$ cat config.mk
export PLATFORM = sky130hd
export DESIGN_NAME = serial_sum_collector
export DESIGN_NICKNAME = d
export VERILOG_FILES = /design/src/rtl/serial_adder_pkg.sv /design/src/rtl/sipo_shift_reg.sv /design/src/rtl/serial_sum_collector.sv
export SDC_FILE = /design/constraint.sdc
export NUM_CORES = 1
export LEC_CHECK = 0
export CORE_MARGIN = 2
export CORE_UTILIZATION = 42
export DETAILED_ROUTE_END_ITERATION = 10
export PLACE_DENSITY = 0.72
export SYNTH_ARGS = -nofsm -noshare
export SYNTH_HDL_FRONTEND = slang
export SYNTH_SLANG_ARGS = --single-unit
$ cat constraint.sdc
create_clock -name clk -period 1.3 [get_ports clk]
set_input_delay 0.26 -clock clk [delete_from_list [all_inputs] [get_ports clk]]
set_output_delay 0.26 -clock clk [all_outputs]
set_load 0.03 [all_outputs]
$ cat src/rtl/serial_adder_pkg.sv
// Shared definitions for the serial adder datapath: collector FSM states
// and the default word width that both the operand shifter and the collector use.
package serial_adder_pkg;

  typedef enum logic [1:0] {
    IDLE    = 2'd0,
    COLLECT = 2'd1,
    HOLD    = 2'd2
  } state_t;

  localparam int unsigned DEFAULT_WIDTH = 4;

endpackage

$ cat src/rtl/sipo_shift_reg.sv
// Right-shifting serial-in accumulator with a bit counter; last flags that
// the next shifted bit completes the word.
module sipo_shift_reg #(
  parameter int unsigned WIDTH = 4,
  parameter int unsigned CNT_W = $clog2(WIDTH) + 1
) (
  input  logic             clk,
  input  logic             rst,
  input  logic             clr,
  input  logic             shift_en,
  input  logic             din,
  output logic [WIDTH-1:0] shreg,
  output logic             last
);

  logic [CNT_W-1:0] count;

  always_ff @(posedge clk) begin
    if (rst || clr) begin
      shreg <= '0;
      count <= '0;
    end else if (shift_en) begin
      shreg <= {din, shreg[WIDTH-1:1]};
      count <= count + CNT_W'(1);
    end
  end

  assign last = (count == CNT_W'(WIDTH - 1));

endmodule

$ cat src/rtl/serial_sum_collector.sv
// Collects the LSB-first serial sum stream into a WIDTH-bit word plus final
// carry and offers it on a valid/ready handshake.
module serial_sum_collector
  import serial_adder_pkg::*;
#(
  parameter int unsigned WIDTH = DEFAULT_WIDTH,
  parameter int unsigned CNT_W = $clog2(WIDTH) + 1
) (
  input  logic             clk,
  input  logic             rst,
  input  logic             start,
  input  logic             bit_valid,
  input  logic             sum_bit,
  input  logic             carry_bit,
  output logic [WIDTH-1:0] data_out,
  output logic             carry_out,
  output logic             out_valid,
  input  logic             out_ready,
  output logic             busy,
  output logic             overrun
);

  state_t           state, state_next;
  logic [WIDTH-1:0] shreg;
  logic             last;
  logic             clr, shift_en, load, set_ovr, clr_ovr;
  logic             unused_lsb;

  sipo_shift_reg #(
    .WIDTH (WIDTH),
    .CNT_W (CNT_W)
  ) u_sipo (
    .clk      (clk),
    .rst      (rst),
    .clr      (clr),
    .shift_en (shift_en),
    .din      (sum_bit),
    .shreg    (shreg),
    .last     (last)
  );

  // The completed word is the shifted value itself, so bit 0 of the
  // pre-shift register never reaches the output.
  assign unused_lsb = shreg[0];

  always_comb begin
    state_next = state;
    clr        = 1'b0;
    shift_en   = 1'b0;
    load       = 1'b0;
    set_ovr    = 1'b0;
    clr_ovr    = 1'b0;
    unique case (state)
      IDLE: begin
        if (start) begin
          state_next = COLLECT;
          clr        = 1'b1;
          clr_ovr    = 1'b1;
        end
      end
      COLLECT: begin
        if (start) begin
          clr     = 1'b1;
          clr_ovr = 1'b1;
        end else if (bit_valid) begin
          shift_en = 1'b1;
          if (last) begin
            load       = 1'b1;
            state_next = HOLD;
          end
        end
      end
      HOLD: begin
        set_ovr = bit_valid;
        if (out_ready) begin
          if (start) begin
            state_next = COLLECT;
            clr        = 1'b1;
            clr_ovr    = 1'b1;
          end else begin
            state_next = IDLE;
          end
        end
      end
      default: state_next = IDLE;
    endcase
  end

  always_ff @(posedge clk) begin
    if (rst) begin
      state     <= IDLE;
      data_out  <= '0;
      carry_out <= 1'b0;
      overrun   <= 1'b0;
    end else begin
      state <= state_next;
      if (load) begin
        data_out  <= {sum_bit, shreg[WIDTH-1:1]};
        carry_out <= carry_bit;
      end
      // A bit dropped in the same cycle as an accepted restart still flags.
      if (set_ovr)
        overrun <= 1'b1;
      else if (clr_ovr)
        overrun <= 1'b0;
    end
  end

  assign out_valid = (state == HOLD);
  assign busy      = (state == COLLECT);

endmodule

======== After elaboration in Yosys (flattened, before gate mapping) ========
Cells that the tools add are included.
storage, ports and cells
  input port bits ......................... 7
  bits in registers ....................... 15
  output and inout bits ................... 8
  word-level logic and storage cells ...... 40
operators by class
  add/subtract/negate cells ............... 1
  reductions and logical operators ........ 5
  equal/unequal tests ..................... 8
  muxes and demuxes ....................... 20
operators by type and width
  kind                   count
  $mux W1                13
  $mux W2                5
  $ne A2 B2 Y1 const B   3
  $pmux W2 S3            1
  $reduce_and A5 Y1      1
  $ne A2 B1 Y1 const B   2
  $add A3 B1 Y3 const B  1
  $eq A3 B2 Y1 const B   1
  $eq A2 B1 Y1 const B   1
  $eq A2 B2 Y1 const B   1
  $logic_not A2 Y1       1
  $pmux W1 S2            1
  $reduce_bool A2 Y1     1
  $reduce_or A2 Y1       1
  $logic_or A1 B1 Y1     1

======== Longest topological paths before layout ========
  word-level depth ........................ 5
  gate-level depth with buffers ........... 6
  mapped depth without buffers ............ 5

======== By module ========
Synthesis repeated with hierarchy kept, for this count alone.
unflattened totals
  cells, all modules ...................... 69
  area, all modules ....................... 691.9 um^2
by module, submodules not included
  module                cells each  times used  seq. area each (um^2)  area each (um^2)
  serial_sum_collector  42          1           160.2                  402.9
  sipo_shift_reg        27          1           140.1                  289.0

======== Least setup slack after synthesis ========
No wires, ideal clock.
  kind .................................... register to register
  start point ............................. register state[1]
  end point ............................... register state[1]
  library setup time ...................... 66 ps
  stages on the path, launching flop included .. 4
  period minus slack after synthesis ...... 1,243 ps
  setup slack ............................. 57 ps
  buffers on the path ..................... 0
  data required time ...................... 1,234 ps
  arrival ................................. 1,177 ps
  path through ............................ dfxtp_1 -> nor2b_1 -> a22oi_1 -> nor2_1
between the ends
  longest elaborated chain between the ends .. 3
  elaborated cells between the ends (all ways) .. 10
  classes of those cells .................. eq/ne (7); mux (1); reduce/logical (2)
ends and longest elaborated chain
  what                                RTL line                    RTL
  start, declared                     serial_sum_collector.sv:23  state_t state, state_next;
  start signal, assigned              serial_sum_collector.sv:96  state <= state_next;
  $eq A2 B2 Y1 (*)                    -
  net out_valid                       serial_sum_collector.sv:17  output logic out_valid,
  $ne A2 B1 Y1 (no source line)       -
  $reduce_and A5 Y1 (no source line)  -
Mark *: on every way through the listed nets, which the timed path passes. The rest lies on a longest branch.
A chain may end at the register's enable or synchronous reset.

======== Worst setup path in the final report ========
  start point ............................. register state[1]
  end point ............................... output out_valid
between the ends
  longest elaborated chain between the ends .. 1
ends and longest elaborated chain
  what           RTL line                     RTL
  $eq A2 B2 Y1   serial_sum_collector.sv:109  assign out_valid = (state == HOLD);
  end, declared  serial_sum_collector.sv:17
No other way between the ends.

==> metrics.txt <==
critical path class reg -> out; overall die area between 0.0015 and 0.002 mm^2; Worst path most repeated cell buf_6; post-synth top area share 44.2%; CP startpoint kind flip-flop; number of global-route vias before repair around 550; peak supply drop between 500 and 600 uV; CTS max path bufs 2; IO Count 15; Worst-path clk slew approximately 0.09 ns; H-tree Lvls 1; wire length per cell ~14 um; mean post-synth cell area just under 10 um^2; Layout area overhead 49.7%; Via Count 583; cells after synthesis 64; TritonCTS Buffers 3; via density per instance about 5.4; routability cong. between 0.7 and 0.8; Fin Setup TNS -0.0241 ns; pre-CTS setup slack -0.363 ns; RSZ-0062 raised after global routing true; initial antenna violation count 0; worst-path cell chain buf_6, nor2b_4, buf_6; # setup viols final 2; CTS tree done; Setup crit end kind output port; Peak Freq between 700 and 800 MHz; Pwr Total about 0.86 mW; Synth Warn # 0; DP HPWL around 1000 um; Mapped Nets 73; Slowest cell on crit path dfxtp_2; minimum clock period after layout about 1.3 ns; layout cells sized above 1 between 30% and 40%; Die Height around 43 um; Pre-Repair DR Iteration Count 4; Worst Clk Skew about 0.00063 ns; sequential share of the synthesized area about 44%; Slew @ Worst Pin approximately 0.30 ns; residual DRC count 0; min-delay worst type in -> reg; Post-CTS Hold Fix Bufs 0; leading area contributor after synthesis dfxtp_1; failing checks setup timing; PwrDens 910 mW/mm^2; hold slack between 0.4 and 0.5 ns; global-route wire length before repair between 2000 and 2500 um; Nets ~100; Mapped Area around 630 um^2; Netlist cell types 22; Placed Cells 100; Data required, critical path 1.04 ns; final hold violations 0; status complete, but fails checks; max-cap violations 0; worst-path maximum fanout 4; Detailed Route WL around 1500 um; root cell of the clock tree clkbuf_4; final worst path period share 102%; post-synthesis sequential element count 14; fin cells between 100 and 150; total core area approximately 0.0015 mm^2; Data arrival, critical path roughly 1.1 ns; commonest cells after routing, fill and taps aside 12 x dfxtp_1, 12 x buf_4, 8 x nand2b_1; total track usage approximately 17%; total global routing overflow 0; Die X 42.9 um; clk_lat worst skew about 0.27 ns; max-slew violations 0; Setup WS post-layout -0.0231 ns; DR iter-0 viols 10; PortBufs 14; Initial Utilization between 40% and 50%; synth top area cells dfxtp_1 44%, nand2b_1 7.9%, nand4b_1 6.9%, mux2i_1 6.3%, o21ai_0 4.7%; Max transition margin between 70% and 80%; Worst path max stage delay ~0.36 ns; # diodes 0; largest net degree at the start of global routing 13; row cnt 14; DRT antenna net count 0; leakage power total around 0.38 nW; # clock sinks 14
-- synthesized netlist by cell type --
master and count:
ha_1 2, nand2_1 1, clkbuf_1 3, nand3b_1 1
a21boi_2 1, nand4b_1 5, xnor2_1 1, nor3_1 5
a2111oi_2 1, inv_1 2, buf_6 1, mux2i_1 4
o21ai_0 6, a22oi_1 1, nor2_1 2, and2_1 1
nor2b_1 2, dfxtp_1 14, a21oi_1 1, nand2b_1 8
and4bb_4 1, o32ai_1 1
-- registers in the layout, summed over array words and instances (netlist names) --
name and flops:
carry_out 1, data_out 4, overrun 1, state 2, u_sipo.count 3, u_sipo.shreg 3
-- metal layers --
metal	part of all wire [%]	vias up	global-route usage [%]
li1	-	287	-
met1	43	281	16.5
met2	52	11	30.6
met3	3.3	4	2.98
met4	2.1	0	11.3
met5	0	-	0
-- critical path, delay by kind of cell (launching register included) --
family,cells,cell delay [ns]
buf+inv,2,0.25
flops,1,0.36
simple gates,1,0.17
-- power by group --
| part | leakage (nW) | total, mW | switching (mW) | internal [mW] |
|---|---|---|---|---|
| combinational | 0.247 | 0.115 | 0.0488 | 0.0658 |
| clock | 0.0210 | 0.312 | 0.142 | 0.170 |
| sequential | 0.114 | 0.437 | 0.00328 | 0.434 |
| total | 0.382 | 0.864 | 0.194 | 0.670 |
-- repair_timing --
item | 4_1_cts | 5_1_grt
setup endpoints to repair | 14 | 10
buffers inserted | 1 | 2
resized for setup | 17 | 6
pin swaps | 1 | 1
gates cloned | 0 | 1
-- metrics by stage --
step                instance area (um^2)  util [%]
floorplan                            634         -
global placement                     842      57.9
detailed placement                   842      57.9
CTS                                  906      62.3
global route                         950      65.3
finish                               950      65.3
-- path summary, 6_finish.rpt --
path / startpoint / endpoint / slack [ns] / cells past startpoint
max: state[1] / out_valid / -0.02 / 3
min: bit_valid / overrun / 0.43 / 4
min reg2reg: data_out[2] / data_out[2] / 0.48 / 2
max reg2reg: state[0] / overrun / 0.10 / 4
-- final cells by class --
type	count	area, um^2
clock buffer	4	36.3
sequential	14	283
fill	113	504
multi-input combinational	45	362
inverter	2	7.51
timing repair buffer	27	241
tap	16	20.0
-- logic make-up after synthesis --
family / after synthesis / synth area share, %
compound gates: 11 / 12.2
xor+xnor: 1 / 1.38
fa+ha+maj: 2 / 3.94
buf+inv: 6 / 4.73
flops: 14 / 44.2
mux: 4 / 6.31
simple gates: 26 / 27.2
No activity file was read; power rests on OpenSTA's default activity.
